<file path="src/rtl/seg_scan_driver.sv">
// seg_scan_driver
//   Time-multiplexed scanner for the debug 7-segment display. A 32-bit debug
//   word is accepted over a valid/ready handshake into a pending buffer and
//   promoted to the display register only at frame boundaries, so a frame
//   never mixes two words. Each digit slot is an all-off BLANK gap followed by
//   a DRIVE window where exactly one active-low enable is low.
//
//   Optional feature macro: SEG_SCAN_LEADING_ZERO_BLANK_EN
//     When defined, digits above the most significant nonzero nibble of the
//     display word stay dark during their DRIVE window (digit 0 always shown).
//
// Ports
//   clk           system clock
//   reset_n       synchronous active-low reset
//   load_valid    load_data is valid this cycle
//   load_data     32-bit debug word to display
//   load_ready    pending buffer empty (registered)
//   hold          while high, the pending word is not promoted
//   digit_number  {28'b0, nibble of the current slot} for the hex decoder
//   digit_en_n    active-low digit enables, at most one low
//   digit_idx     index of the current digit slot
//   frame_done    high during the final DRIVE cycle of the last digit
//
// Handshake: a word transfers on a clk edge where load_valid && load_ready.
// load_ready is low from the cycle after a transfer until the cycle after the
// frame boundary that promotes the word; the producer holds load_valid (and
// load_data) until it sees the transfer happen.

module seg_scan_driver #(
   parameter int NUM_DIGITS  = 8,
   parameter int REFRESH_DIV = 50000,
   parameter int BLANK_GAP   = 16
) (
   input  logic                  clk,
   input  logic                  reset_n,
   input  logic                  load_valid,
   input  logic [31:0]           load_data,
   output logic                  load_ready,
   input  logic                  hold,
   output logic [31:0]           digit_number,
   output logic [NUM_DIGITS-1:0] digit_en_n,
   output logic [2:0]            digit_idx,
   output logic                  frame_done
);

   localparam int CNT_MAX = (REFRESH_DIV > BLANK_GAP)
                            ? ((REFRESH_DIV > 2) ? REFRESH_DIV : 2)
                            : ((BLANK_GAP > 2) ? BLANK_GAP : 2);
   localparam int CW = $clog2(CNT_MAX);

   localparam logic [CW-1:0] DRIVE_LAST = CW'(REFRESH_DIV - 1);
   localparam logic [CW-1:0] BLANK_LAST = CW'((BLANK_GAP > 0) ? BLANK_GAP - 1 : 0);
   localparam logic [CW-1:0] CNT_ONE    = CW'(1);
   localparam logic [2:0]    LAST_IDX   = 3'(NUM_DIGITS - 1);

   typedef enum logic {
      S_BLANK = 1'b0,
      S_DRIVE = 1'b1
   } state_t;

   // With no blanking gap every slot starts directly in DRIVE.
   localparam state_t SLOT_START = (BLANK_GAP > 0) ? S_BLANK : S_DRIVE;

   state_t          state;
   logic [CW-1:0]   cnt;
   logic [31:0]     display;
   logic [31:0]     pending;
   logic            pend_full;
   logic [3:0]      nib;

   // Next-state values, all registered below.
   state_t          state_nxt;
   logic [CW-1:0]   cnt_nxt;
   logic [2:0]      idx_nxt;
   logic [31:0]     display_nxt;
   logic            pend_full_nxt;
   logic [NUM_DIGITS-1:0] en_nxt;
   logic            fd_nxt;
   logic            accept;
   logic            promote;
   logic            slot_end;
   logic            blank_end;
   logic [2:0]      shown_top;   // highest digit index allowed to light

`ifdef SEG_SCAN_LEADING_ZERO_BLANK_EN
   logic [2:0] msd;
   logic [2:0] msd_nxt;

   function automatic logic [2:0] calc_msd(input logic [31:0] w);
      logic [2:0] m;
      m = 3'd0;
      for (int k = 0; k < NUM_DIGITS; k++) begin
         if (w[4*k +: 4] != 4'h0) m = 3'(k);
      end
      return m;
   endfunction
`endif

   function automatic logic [NUM_DIGITS-1:0] drive_pattern(input logic [2:0] i,
                                                           input logic [2:0] top);
      logic [NUM_DIGITS-1:0] p;
      p = '1;
      for (int k = 0; k < NUM_DIGITS; k++) begin
         if ((i == 3'(k)) && (i <= top)) p[k] = 1'b0;
      end
      return p;
   endfunction

   always_comb begin
      accept        = load_valid && load_ready;
      // frame_done is high exactly in the last cycle of the frame, so the
      // edge ending it is the frame boundary.
      promote       = frame_done && pend_full && !hold;
      display_nxt   = promote ? pending : display;
      pend_full_nxt = pend_full;
      if (accept)       pend_full_nxt = 1'b1;
      else if (promote) pend_full_nxt = 1'b0;

`ifdef SEG_SCAN_LEADING_ZERO_BLANK_EN
      msd_nxt   = promote ? calc_msd(pending) : msd;
      shown_top = msd_nxt;
`else
      shown_top = LAST_IDX;
`endif

      slot_end  = (state == S_DRIVE) && (cnt == DRIVE_LAST);
      blank_end = (state == S_BLANK) && (cnt == BLANK_LAST);

      idx_nxt   = digit_idx;
      state_nxt = state;
      cnt_nxt   = cnt + CNT_ONE;
      if (slot_end) begin
         idx_nxt   = (digit_idx == LAST_IDX) ? 3'd0 : digit_idx + 3'd1;
         state_nxt = SLOT_START;
         cnt_nxt   = '0;
      end else if (blank_end) begin
         state_nxt = S_DRIVE;
         cnt_nxt   = '0;
      end

      en_nxt = (state_nxt == S_DRIVE) ? drive_pattern(idx_nxt, shown_top) : '1;
      fd_nxt = (state_nxt == S_DRIVE) && (idx_nxt == LAST_IDX) && (cnt_nxt == DRIVE_LAST);
   end

   always_ff @(posedge clk) begin
      if (!reset_n) begin
         state      <= SLOT_START;
         cnt        <= '0;
         digit_idx  <= 3'd0;
         display    <= '0;
         pending    <= '0;
         pend_full  <= 1'b0;
         load_ready <= 1'b1;
         nib        <= 4'h0;
         digit_en_n <= '1;
         frame_done <= 1'b0;
`ifdef SEG_SCAN_LEADING_ZERO_BLANK_EN
         msd        <= 3'd0;
`endif
      end else begin
         state      <= state_nxt;
         cnt        <= cnt_nxt;
         digit_idx  <= idx_nxt;
         display    <= display_nxt;
         pend_full  <= pend_full_nxt;
         load_ready <= !pend_full_nxt;
         digit_en_n <= en_nxt;
         frame_done <= fd_nxt;
         if (accept) pending <= load_data;
         // Latch the nibble as the slot opens so it is settled before the
         // enable goes low and stays put for the whole slot.
         if (slot_end) nib <= display_nxt[{idx_nxt, 2'b00} +: 4];
`ifdef SEG_SCAN_LEADING_ZERO_BLANK_EN
         msd        <= msd_nxt;
`endif
      end
   end

   assign digit_number = {28'b0, nib};

endmodule

</file>
<file path="config.mk">
export PLATFORM = sky130hd
export DESIGN_NAME = seg_scan_driver
export DESIGN_NICKNAME = d
export VERILOG_FILES = /design/src/rtl/seg_scan_driver.sv
export SDC_FILE = /design/constraint.sdc
export NUM_CORES = 1
export LEC_CHECK = 0
export ABC_AREA = 1
export CORE_AREA = 2 2 126 128
export CTS_BUF_LIST = sky130_fd_sc_hd__clkbuf_8 sky130_fd_sc_hd__clkbuf_16
export CTS_CLUSTER_DIAMETER = 30
export DETAILED_ROUTE_END_ITERATION = 8
export DIE_AREA = 0 0 128 130
export GPL_ROUTABILITY_DRIVEN = 0
export MAX_ROUTING_LAYER = met4
export PLACE_DENSITY = 0.55
export SYNTH_ARGS = -nofsm -noshare
export SYNTH_HDL_FRONTEND = slang
export SYNTH_SLANG_ARGS = --single-unit
</file>
<file path="constraint.sdc">
create_clock -name clk -period 2.5 [get_ports clk]
set_input_delay 0.5 -clock clk [delete_from_list [all_inputs] [get_ports clk]]
set_output_delay 0.5 -clock clk [all_outputs]
set_load 0.05 [all_outputs]
</file>
## After elaboration in Yosys (flattened, before gate mapping)

Cells that the tools add are included.

| word-level totals | value |
|---|---|
| output and inout bits | 45 |
| logic and storage cells | 62 |
| input port bits | 36 |
| flip-flop bits (word level) | 99 |

| operators by class | value |
|---|---|
| reductions and logical operators | 19 |
| equality and inequality tests | 11 |
| $add $sub $neg | 2 |
| shift-type cells | 1 |
| magnitude comparators | 1 |
| mux-type cells | 17 |
| bitwise operators | 1 |

Operator list:

| cell | count |
|---|---|
| equality test 16 bit (second input constant) | 2 |
| two-way mux 16 bit | 2 |
| two-way mux 32 bit | 1 |
| variable part select 32 x 6 -> 4 bit | 1 |
| adder 16 x 1 -> 16 bit (second input constant) | 1 |
| equality test 16 x 4 -> 1 bit (second input constant) | 1 |
| equality test 3 bit (second input constant) | 5 |
| logical AND 1 bit | 15 |
| two-way mux 1 bit | 12 |
| equality test 3 x 2 -> 1 bit (second input constant) | 2 |
| two-way mux 3 bit | 2 |
| adder 3 x 1 -> 3 bit (second input constant) | 1 |
| equality test 3 x 1 -> 1 bit (second input constant) | 1 |
| <= comparator 3 bit (second input constant) | 1 |
| logical NOT 3 bit | 1 |
| logical NOT 1 bit | 2 |
| AND reduction 2 bit | 1 |
| NOT 1 bit | 1 |

## Logic depth before layout (Yosys ltp)

Gate-level depths: netlist (run 1).

| depth | value |
|---|---|
| word-level depth | 6 |
| depth in mapped cells | 14 |
| depth with buffers taken out | 14 |

## Worst setup path after synthesis (run 1)

Ideal clock, no wire load.

| path | value |
|---|---|
| path type | flip-flop to flip-flop |
| start | register digit_idx[0] |
| end | register nib[3] |
| path buffers | 1 |
| setup slack | 531 ps |
| cell stages (with the launch flop) | 13 |
| data required time | 2433 ps |
| data arrival time | 1902 ps |
| clock period less this slack | 1969 ps |
| library setup time | 67 ps |
| cells stage by stage | dfxtp_1 ha_1 ha_1 nor2_1 nand4_4 nand2_4 buf_6 nand2_1 nand2_1 nand2_1 nand3_1 nand2_1 a21oi_2 |

| between the ends | value |
|---|---|
| word-level cells in the longest chain between the ends | 4 |
| elaborated cells on any way between the ends | 5 |
| those cells by class | add/sub: 1; eq/ne: 1; shift: 1; mux: 2 |

RTL lines:

| item | RTL line | RTL |
|---|---|---|
| start: declaration | 42 | `output logic [2:0] digit_idx,` |
| start signal: assignment | 163 | `digit_idx <= idx_nxt;` |
| adder 3 x 1 -> 3 bit / equality test 3 bit (equally long branches) | 133 | `idx_nxt = (digit_idx == LAST_IDX) ? 3'd0 : digit_idx + 3'd1;` |
| two-way mux 3 bit | 133 |  |
| two-way mux 3 bit (*) | 132 | `if (slot_end) begin` |
| variable part select 32 x 6 -> 4 bit (*) | 172 | `if (slot_end) nib <= display_nxt[{idx_nxt, 2'b00} +: 4];` |
| end signal: assignment | 172 |  |
| end: declaration | 69 | `logic [3:0] nib;` |

Mark *: on every way between the ends. The rest lies on a longest branch, timed or not.
A chain may end at the register's enable or synchronous reset.

## Final worst setup path (run 1)

| path | value |
|---|---|
| start | register cnt[0] |
| end | register nib[2] |

| between the ends | value |
|---|---|
| word-level cells in the longest chain between the ends | 4 |

RTL lines:

| item | RTL line | RTL |
|---|---|---|
| start: declaration | 65 | `logic [CW-1:0] cnt;` |
| start signal: assignment | 162 | `cnt <= cnt_nxt;` |
| equality test 16 bit (*) | 126 | `slot_end = (state == S_DRIVE) && (cnt == DRIVE_LAST);` |
| logical AND 1 bit (*) | 126 |  |
| two-way mux 3 bit | 132 |  |
| variable part select 32 x 6 -> 4 bit | 172 |  |

Marks and branches as above.

==> metrics list, run 1 <==
* Final setup skew: 5.59 ps
- Clock Sink Count: 99
* Final core occ: 0.355
- Post-CTS setup repair buffer count: 0
* Time the final worst path needs with I/O delays and setup: 2220 ps
- Detailed-router iteration count before antenna repair: 4
- Worst Tran Pin Value: 513 ps
- Post-synthesis register bit count: 99
* Pre-CTS setup slack: 256 ps
- Number of antenna violations at the first check in global routing: 0
- Vias in the first global route: 3567
- In this run the worst path has a maximum fanout of 21.
- Standby leakage power: 2.34 nW
* Share of synthesized registers carrying an async set or reset: 0
- PnR Total Power: 3.46 mW
- TritonCTS built the clock tree.
- Inserted Diodes: 0
- Pin placement for this block handled 81 I/O pins.
* YS warnings: 0
- For this run, the total global-route usage over all layers was measured as 0.137.
- Die width: 128 µm
- The worst pin sits at a relative slew slack of 0.657.
- H-tree levels: 3
- Number of enable flip-flop cells after synthesis: 0
* Area after DPL: 5150 µm²
- Wires add up to 10500 µm.
* Share of synthesized area occupied by flip-flops and latches: 0.437
- Post-route DRC violation count: 0
- Finished layout cell area: 5480 µm²
- Of the total power, combinational logic draws 0.082.
* Remaining antenna violation count after routing: 0
- Detailed routing inserted a total of 3810 vias.
* Via/cell ratio: 4.34
* Average cell area after synthesis: 7.17 µm²
- The first routing iteration left 196 violations.
- Root buf cell: sky130_fd_sc_hd__clkbuf_16
- The die is 130 µm tall.
- Summed over all failing endpoints, the final setup total negative slack is 0 ps.
* Library cells used by synthesis: 33
- Row Count: 46
* Switch share: 0.236
- The min-delay analysis places its worst path in the category reg -> reg.
* Unrepaired setup endpoints after global routing: no
- The number of hold buffers added after CTS was 0.
- After clock tree synthesis, the clock-pin slew on the worst setup and hold paths is 70 ps.
* Cells after Synth: 632
- Most instantiated flip-flop cell in the synthesis netlist: sky130_fd_sc_hd__dfxtp_1
- TritonCTS created 9 clock buffers.
* Internal power component: 2.64 mW
- The total area inside the core boundary comes to 15400 µm².
* Run status: finished clean
- The synthesized netlist occupies a cell area of 4530 µm².
* # Max-Cap Violations: 0
* Critical Path Start Type: register
* Largest vdd supply drop: 0.277 mV
- For this configuration, the core starts out at a cell density of 0.294.
- Summed over all layers, the global routing overflow is 0.
- Layout cell share with drive strength beyond 1: 0.0847
- For this run, the number of standard cells in the final layout without fillers is 877.
* Worst-case setup margin in the final layout: 277 ps
- The clock passes through at most 2 buffers.
* Upper clock frequency limit: 450 MHz
- The share of total power dissipated in the clock network is 0.440.
- First-pass GRT wire length: 17500 µm
* Routed length per instance: 11.9 µm
- Quantity of gates resized following cts: 0
- Data arrives at the worst endpoint at 2470 ps.
* Final period util: 0.889
- Number of I/O port buffers: 52
- Setup violations remaining at the end of the flow were counted as 0.
- The analysis attributes to net switching a power of 0.817 mW.
* Worst setup path category: reg -> reg
- Count of fill cells added during filler insertion: 1670
- In this run the power density over the cells is 632 nW/µm².
- Proportion of power drawn by flip-flops and latches: 0.478
- Category of the worst setup path capture point: register
- The final layout contains 719 nets.
* Die outline area: 16600 µm²
- Req. time, crit path: 2740 ps
- Worst hold slack: 454 ps
- Compared with the post-synthesis result, the final layout area differs by 20.8%.
* Post-DP HPWL: 7440 µm
- The max-slew violation count was 0.
- In this run, placement finished with an instance count of 861.
* Largest net degree at the start of global routing: 43
* Skew-Pair Late Insertion Delay: 350 ps
- The final hold violation count came to 0.
## worst paths after layout
kind,cells past startpoint,slack (ps),from,endpoint
max,12,280,cnt[0]$_SDFF_PN0_,nib[2]$_SDFFE_PN0N_
max reg2reg,12,280,cnt[0]$_SDFF_PN0_,nib[2]$_SDFFE_PN0N_
min reg2reg,2,450,pending[0]$_SDFFE_PN0P_,pending[0]$_SDFFE_PN0P_
min,2,450,pending[0]$_SDFFE_PN0P_,pending[0]$_SDFFE_PN0P_
## synthesized netlist by cell type, types with 2 or more instances
master,number,area share
sky130_fd_sc_hd__buf_2,2,0.0022
sky130_fd_sc_hd__nor2_1,107,0.089
sky130_fd_sc_hd__o21a_1,8,0.013
sky130_fd_sc_hd__nor2_4,2,0.0050
sky130_fd_sc_hd__buf_4,29,0.048
sky130_fd_sc_hd__clkbuf_1,17,0.014
sky130_fd_sc_hd__xor2_1,7,0.014
sky130_fd_sc_hd__nand2_2,4,0.0055
sky130_fd_sc_hd__nand3_2,2,0.0044
sky130_fd_sc_hd__or2_2,8,0.011
sky130_fd_sc_hd__buf_6,4,0.0099
sky130_fd_sc_hd__nand2_4,4,0.0099
sky130_fd_sc_hd__inv_2,4,0.0033
sky130_fd_sc_hd__ha_1,3,0.0083
sky130_fd_sc_hd__nand2_1,141,0.12
sky130_fd_sc_hd__o21ai_0,49,0.054
sky130_fd_sc_hd__nand3b_1,2,0.0033
sky130_fd_sc_hd__nand4_1,3,0.0041
sky130_fd_sc_hd__inv_1,52,0.043
sky130_fd_sc_hd__a21oi_2,2,0.0039
sky130_fd_sc_hd__dfxtp_1,99,0.44
sky130_fd_sc_hd__nand3_1,41,0.045
sky130_fd_sc_hd__nor2_2,2,0.0028
sky130_fd_sc_hd__nor3_1,4,0.0044
sky130_fd_sc_hd__a21oi_1,28,0.031
## final cells by class
type,count,area (µm²),area share
inverters,57,219,0.0400
multi-input cells,450,2090,0.382
well taps,192,240,0.0439
clock inverters,5,75.1,0.0137
clock buffers,11,253,0.0461
flip-flops and latches,99,1980,0.362
repair buffers,63,616,0.112
## cell usage in the layout (no fill, tap or decap), drive strengths merged
master | netlist | final
a21oi | 30 | 30
buf | 36 | 11
bufinv | 0 | 2
clkbuf | 17 | 11
clkdlybuf4s50 | 0 | 52
clkinv | 1 | 4
conb | 1 | 28
dfxtp | 99 | 99
ha | 3 | 3
inv | 56 | 56
nand2 | 149 | 149
nand3 | 44 | 44
nand3b | 2 | 2
nand4 | 4 | 4
nor2 | 111 | 111
nor3 | 4 | 4
nor4 | 1 | 1
o21a | 8 | 8
o21ai | 49 | 49
o21bai | 1 | 1
o221ai | 1 | 1
or2 | 8 | 8
xor2 | 7 | 7
## routing by layer
layer | vias to the layer above | share of wire | track usage
li1 | 2031 | - | -
met1 | 1691 | 0.50 | 0.177
met2 | 74 | 0.45 | 0.211
met3 | 14 | 0.032 | 0.0361
met4 | 0 | 0.015 | 0.0414
met5 | - | 0 | -
## power by group through the flow
stage                     sequential [mW]  combinational (mW)  clock (mW)
after floorplan                      1.69               0.224           0
after global placement               1.69               0.284           0
after detailed placement             1.69               0.286           0
after CTS                            1.66               0.287        1.56
after global routing                 1.66               0.317        1.63
final                                1.65               0.284        1.52
## flip-flops by register name, indices dropped and copies added (netlist names)
register	count
digit_en_n	8
load_ready	1
frame_done	1
display	32
digit_idx	3
nib	4
cnt	16
pending	32
state	1
pend_full	1
## critical path, stage by stage (launching register included)
cell	delay (ps)
sky130_fd_sc_hd__dfxtp_1	430
sky130_fd_sc_hd__ha_1	280
sky130_fd_sc_hd__nand3_2	160
sky130_fd_sc_hd__nor2_4	240
sky130_fd_sc_hd__nand3_4	160
sky130_fd_sc_hd__nand2_4	190
sky130_fd_sc_hd__nand2_4	190
sky130_fd_sc_hd__nand2_1	120
sky130_fd_sc_hd__nand2_1	50
sky130_fd_sc_hd__nand2_1	50
sky130_fd_sc_hd__nand3_1	90
sky130_fd_sc_hd__nand2_1	80
sky130_fd_sc_hd__a21oi_1	60
## kinds of logic after synthesis
logic type	count (synthesis)	synth area share
flip-flops	99	0.437
adder cells (fa/ha/maj)	3	0.00828
other	1	0.000827
buffers and inverters	110	0.123
XOR/XNOR	7	0.0135
AND/OR/NAND/NOR	323	0.311
AO/OA/AOI/OAI	89	0.106
Note: power is estimated with default switching activity, not from simulation.
==> inputs of run 2 (changes only) <==
--- a/config.mk
+++ b/config.mk
@@ -6,14 +6,15 @@
 export NUM_CORES = 1
 export LEC_CHECK = 0
 export ABC_AREA = 1
-export CORE_AREA = 2 2 126 128
+export CORE_AREA = 3 3 127 129
 export CTS_BUF_LIST = sky130_fd_sc_hd__clkbuf_8 sky130_fd_sc_hd__clkbuf_16
 export CTS_CLUSTER_DIAMETER = 30
 export DETAILED_ROUTE_END_ITERATION = 8
-export DIE_AREA = 0 0 128 130
+export DIE_AREA = 0 0 130 132
+export DONT_BUFFER_PORTS = 1
 export GPL_ROUTABILITY_DRIVEN = 0
 export MAX_ROUTING_LAYER = met4
-export PLACE_DENSITY = 0.55
+export PLACE_DENSITY = 0.48
 export SYNTH_ARGS = -nofsm -noshare
 export SYNTH_HDL_FRONTEND = slang
 export SYNTH_SLANG_ARGS = --single-unit
==> metrics list, run 2 (same netlist as run 1, synthesis figures left out) <==
- Routed length per instance: 12.3 µm
- The routed design has 10000 µm of wire.
- Worst r2r path cells: 12
- IO Pins: 81
- The max-slew violation count came to 0.
- For this configuration, the core starts out at a cell density of 0.299.
- 0 antenna diodes ended up in the layout.
- Worst-case clock buffer depth: 2
- The first global-routing pass estimated 16700 µm of wire.
- Number of cells on the worst hold path: 2
* PwrDens: 677 nW/µm²
- Category of the worst setup path capture point: register
- After detailed routing, the number of remaining DRC violations is 0.
* Largest net degree at the start of global routing: 47
- After detailed routing, the number of vias per cell comes to 4.48.
- Commonest cells after routing, fill and taps aside: sky130_fd_sc_hd__nand2_1, sky130_fd_sc_hd__nor2_1, sky130_fd_sc_hd__dfxtp_1, sky130_fd_sc_hd__inv_1, sky130_fd_sc_hd__o21ai_0
- Clock Sink Count: 99
- Upper clock frequency limit: 459 MHz
- Area Overhead vs Synth: 7.76%
* Max-Slew Margin vs Limit: 0.450
- Biggest fanout along the worst timing path: 21
- Run status: finished clean
* Pre-CTS setup slack: 320 ps
- Die outline area: 17200 µm²
* Row Count: 45
* Most common cell after layout, fill and taps aside: sky130_fd_sc_hd__nand2_1
- Vias in the first global route: 3411
- Final sum of negative setup slack: 0 ps
- Data on the critical path is required at its endpoint by 2730 ps.
- Critical path arrival: 2410 ps
* Number of I/O port buffers: 0
- Via total after detailed routing: 3644
* Quantity of gates resized following cts: 0
* H-tree levels: 3
- TritonCTS built the clock tree.
* Layout cell share with drive strength beyond 1: 0.0815
* Hold-fix buffers at CTS: 0
* Skew-Pair Late Insertion Delay: 340 ps
- Critical Path Start Type: register
* Worst Tran Pin Value: 824 ps
- The critical path is of the reg -> reg type.
- Number of antenna violations at the first check in global routing: 0
- In this run the remaining antenna-violating nets after routing total 0.
- The worst hold path belongs to the class in -> reg.
- Post-CTS timing repair inserted 0 buffers for setup.
- The first detailed-routing pass took 4 iterations.
* Gr usage total: 0.127
* # Max-Cap Violations: 0
- In this run the vertical extent of the chip is 132 µm.
- The final hold violation count is 0.
* Total gr overflow: 0
- Setup violations remaining at the end of the flow were counted as 0.
- Number of nets in the layout: 663
- Between clock sinks in the finished design, the worst skew comes to 8.68 ps.
* Area of the core region: 15100 µm²
* Violation count after the first detailed-routing iteration: 240
* TritonCTS buffer count: 9
- The largest registers in the layout are display: 32 flops, pending: 32 flops, cnt: 16 flops.
* Post-DP HPWL: 7290 µm
* Root buf cell: sky130_fd_sc_hd__clkbuf_16
- Die width: 130 µm
* Standby leakage power: 2.10 nW
- Time the final worst path needs with I/O delays and setup: 2180 ps
- Setup repair after global routing left no endpoint under its margin.
- The design draws 3.31 mW.
- Setup slack closes at 320 ps.
- Across the VDD grid, the largest voltage drop is 0.333 mV.
- Clock transition time at the flip-flop clock pins of the worst setup and hold paths: 70 ps
- Final period util: 0.872
[run 2: changes by cell type in the layout (fill, tap and decap cells not counted)]
| cell | before | now |
|---|---|---|
| sky130_fd_sc_hd__clkdlybuf4s50_1 | 52 | 0 |
| sky130_fd_sc_hd__inv_6 | 0 | 1 |
| sky130_fd_sc_hd__buf_4 | 10 | 7 |
| sky130_fd_sc_hd__clkinv_2 | 3 | 0 |
| sky130_fd_sc_hd__clkbuf_8 | 2 | 0 |
| sky130_fd_sc_hd__clkinv_4 | 1 | 2 |
| sky130_fd_sc_hd__buf_12 | 1 | 0 |
[run 2: worst paths after layout]
path                      startpoint                  endpoint  slack (ps)
max                cnt[0]$_SDFF_PN0_       nib[3]$_SDFFE_PN0N_         320
min                          reset_n  pending[12]$_SDFFE_PN0P_         290
max reg2reg        cnt[0]$_SDFF_PN0_       nib[3]$_SDFFE_PN0N_         320
min reg2reg  pending[0]$_SDFFE_PN0P_   pending[0]$_SDFFE_PN0P_         450
[run 2: final cells by class]
type / count / area (µm²)
tap: 188 / 235
multi-input combinational: 450 / 2090
sequential: 99 / 1980
clock buffer: 9 / 225
fill: 1617 / 10300
inverter: 57 / 219
clock inverter: 4 / 77.6
timing repair buffer: 7 / 52.6
[run 2: critical path, cell delays in order (launching register included)]
cell                      delay [ps]
sky130_fd_sc_hd__dfxtp_1         430
sky130_fd_sc_hd__ha_1            280
sky130_fd_sc_hd__nand3_2         140
sky130_fd_sc_hd__nor2_4          220
sky130_fd_sc_hd__nand3_4         150
sky130_fd_sc_hd__nand2_4         220
sky130_fd_sc_hd__nand2_4         180
sky130_fd_sc_hd__nand2_1         110
sky130_fd_sc_hd__nand2_1          50
sky130_fd_sc_hd__nand2_1          60
sky130_fd_sc_hd__nand3_1          80
sky130_fd_sc_hd__nand2_1          90
sky130_fd_sc_hd__a21oi_2          50
[run 2: metrics by stage]
stage                     cell area, µm²  std cells  utilization  hold slack, ps
after detailed placement            4580        801        0.303             443
after CTS                           4880        814        0.323             275
after floorplan                     4630        659            -             425
after global placement              4580        801        0.303             441
after global routing                4880        814        0.323             277
final                               4880        814        0.323             295
[run 2: per-layer routing]
metal	up-vias	track usage	share of wire
li1	1918	-	-
met1	1627	0.161	0.47
met2	91	0.189	0.46
met3	8	0.0413	0.055
met4	0	0.0421	0.013
met5	-	-	0
[run 2: power by group]
part	internal, mW	leakage (nW)	switching [mW]
combinational	0.0364	1.15	0.168
clock	0.865	0.148	0.580
sequential	1.63	0.806	0.0308
total	2.53	2.10	0.779
==> inputs of run 3 (changes only) <==
--- a/config.mk
+++ b/config.mk
@@ -5,12 +5,11 @@
 export SDC_FILE = /design/constraint.sdc
 export NUM_CORES = 1
 export LEC_CHECK = 0
-export ABC_AREA = 1
-export CORE_AREA = 3 3 127 129
+export CORE_AREA = 3 3 124 126
 export CTS_BUF_LIST = sky130_fd_sc_hd__clkbuf_8 sky130_fd_sc_hd__clkbuf_16
 export CTS_CLUSTER_DIAMETER = 30
 export DETAILED_ROUTE_END_ITERATION = 8
-export DIE_AREA = 0 0 130 132
+export DIE_AREA = 0 0 127 129
 export DONT_BUFFER_PORTS = 1
 export GPL_ROUTABILITY_DRIVEN = 0
 export MAX_ROUTING_LAYER = met4
==> metrics list, run 3 <==
- The run finished with clean final reports.
- In this run the clock root is driven by a sky130_fd_sc_hd__clkbuf_16.
* Skew-Pair Late Insertion Delay: 350 ps
* Upper clock frequency limit: 430 MHz
- Violation count after the first detailed-routing iteration: 144
* Library cells used by synthesis: 48
* Cell type contributing the most total cell area after synthesis: sky130_fd_sc_hd__dfxtp_1
* Total area of multi-input combinational cells: 2010 µm²
- After legalization and detailed placement, the total HPWL measured 7170 µm.
* Gr usage total: 0.124
* Post-route DRC violation count: 0
- TritonCTS clock tree: yes
- Met3 GRT Util: 0.0565
- The initial antenna violation count is 0.
* Standby leakage power: 2.04 nW
- Unrepaired setup endpoints after global routing: no
* IO Pins: 81
- At the pin with the least slew margin, the transition time is 618 ps.
- From synthesis to final layout, the design area changed by 10.2%.
- Time the final worst path needs with I/O delays and setup: 2330 ps
* PwrDens: 693 nW/µm²
- Clock Sink Count: 99
- Final period util: 0.931
* Via/cell ratio: 4.59
* Non-filler cells, final: 671
- Post-Syn Area: 4280 µm²
- Final setup skew: 10.8 ps
* Worst-case clock buffer depth: 2
- In the final layout, the share of cells above drive strength 1 is 0.113.
- Req. time, crit path: 2800 ps
* Met2 Usage GRT: 0.181
- The critical path is of the reg -> reg type.
- Most numerous cell types in the synthesized netlist: sky130_fd_sc_hd__dfxtp_1, sky130_fd_sc_hd__nand2_1, sky130_fd_sc_hd__nor2_1
- Clock-pin slew was measured on the worst setup and hold paths at 70 ps.
- Dividing the detail-routed wire length by the instance count gives 14.5 µm.
- Post-CTS setup repair buffer count: 0
- Global-route track usage on met1: 0.153
- The synthesized design contains 99 register bits.
- Entering global routing, the biggest net connects 45 pins.
- VDD sags by at most 0.263 mV.
- The max-slew violation count was 0.
- The Yosys step of the flow raised 0 warnings.
- The placed instances occupy a cell area of 4400 µm².
- Across the run, the number of max-cap violations was 0.
- 0 antenna diodes ended up in the layout.
- Cells after Synth: 482
- Counting tap cells, the placed design contains a total of 655 instances.
- The first detailed-routing pass took 5 iterations.
- Summed over all failing endpoints, the final setup total negative slack is 0 ps.
* Share of Yosys cell area claimed by the top area cell type: 0.463
- Setup violations remaining at the end of the flow were counted as 0.
* Remaining antenna violation count after routing: 0
- The synthesized design contains 0 enable-type register cells.
- Most instantiated flip-flop cell in the synthesis netlist: sky130_fd_sc_hd__dfxtp_1
- Biggest fanout along the worst timing path: 5
* Leading registers by flop count: display: 32 flops, pending: 32 flops, cnt: 16 flops
* Finished layout cell area: 4720 µm²
- From left edge to right edge, the die measures 127 µm.
- Measured along the y axis, the die boundary spans 129 µm.
* Vias in the first global route: 2943
* Count leader, synth: sky130_fd_sc_hd__dfxtp_1
- Global routing finished with a remaining overflow of 0.
* Path category of the worst min-delay check: in -> reg
* Share of synthesized registers carrying an async set or reset: 0
- Port buffering added 0 buffers.
- Leaving out fill and tap cells, the most frequent cell in the layout is sky130_fd_sc_hd__dfxtp_1.
- The routed layout has 3080 vias.
* Worst hold slack: 275 ps
- Die outline area: 16400 µm²
- STA classifies the critical path endpoint as a register.
- In this run the tightest slew margin relative to its limit is 0.587.
* Commonest cells after routing, fill and taps aside: sky130_fd_sc_hd__dfxtp_1, sky130_fd_sc_hd__nand2_1, sky130_fd_sc_hd__nor2_1, sky130_fd_sc_hd__a21oi_1, sky130_fd_sc_hd__mux2i_1
* Sequential standard cell area: 1990 µm²
* Area of the core region: 14400 µm²
* Global routing's busiest layer: met2
- Critical path arrival: 2620 ps
* Final number of hold-violating endpoints: 0
* Row Count: 44
* Average cell area after synthesis: 8.88 µm²
- Critical Path Start Type: register
- Count of fill cells added during filler insertion: 1492
- Of the synthesized area, sequential elements account for 0.463.
* Main area contributors after synthesis: sky130_fd_sc_hd__dfxtp_1, sky130_fd_sc_hd__mux2i_1, sky130_fd_sc_hd__nand2_1
- The first global-routing pass estimated 15500 µm of wire.
- Starting utilization of the core area: 0.297
- The H-tree was split into 3 levels.
- Buffers inserted during clock tree synthesis total 9.
- Wires add up to 9720 µm.
- Number of nets in the layout: 521
run 3: logic make-up (layout without fill, tap and decap cells):
kind of cell,count (synthesis),count (layout),synth area share
mux,33,33,0.0783
fa+ha+maj,3,3,0.00877
buf+inv,60,38,0.0923
simple gates,199,199,0.221
flops,99,99,0.463
xor+xnor,14,14,0.0286
compound gates,73,73,0.108
other cells,1,28,0.000876
run 3: layout make-up:
cell class	instances	share of cell area
flip-flops and latches	99	0.421
multi-input cells	350	0.426
repair buffers	19	0.0355
clock buffers	9	0.0477
well taps	184	0.0488
clock inverters	7	0.0188
inverters	3	0.00239
run 3: per-stage QoR:
step | total power [mW] | worst slack, ps | util
after global routing | 3.39 | 0.705 | 0.327
final | 3.27 | 173 | 0.327
after global placement | 1.87 | 178 | 0.305
after detailed placement | 1.88 | 123 | 0.305
after CTS | 3.32 | 87.1 | 0.327
after floorplan | 1.88 | 130 | -
run 3: worst paths after layout:
path,slack [ps],endpoint,start,cells after the start
setup / recovery,170,nib[3]$_SDFFE_PN0N_,cnt[0]$_SDFF_PN0_,9
hold / removal,280,digit_idx[2]$_SDFF_PN0_,reset_n,1
setup reg to reg,170,nib[3]$_SDFFE_PN0N_,cnt[0]$_SDFF_PN0_,9
hold reg to reg,450,cnt[0]$_SDFF_PN0_,cnt[0]$_SDFF_PN0_,1
run 3: power breakdown:
group	leakage, nW	switching, mW	internal, mW
registers	0.805	0.0279	1.61
clock network	0.154	0.636	0.796
logic	1.08	0.161	0.0342
run 3: repair_timing:
action | 4_1_cts | 5_1_grt
hold buffers | 0 | 0
setup endpoints to repair | 0 | 4
gates resized for setup | 0 | 2
run 3: worst max-delay path: stages, from the launching register on:
cell	delay, ps
sky130_fd_sc_hd__dfxtp_2	360
sky130_fd_sc_hd__ha_1	200
sky130_fd_sc_hd__and3_4	200
sky130_fd_sc_hd__buf_4	130
sky130_fd_sc_hd__nand3_1	80
sky130_fd_sc_hd__or4_1	570
sky130_fd_sc_hd__and2_4	200
sky130_fd_sc_hd__o221a_1	260
sky130_fd_sc_hd__o221ai_1	90
sky130_fd_sc_hd__a41o_1	200
run 3: per-layer routing:
layer,wire (µm),vias to the layer above
li1,-,1581
met1,4420,1414
met2,4220,75
met3,908,10
met4,168,0
met5,0,-
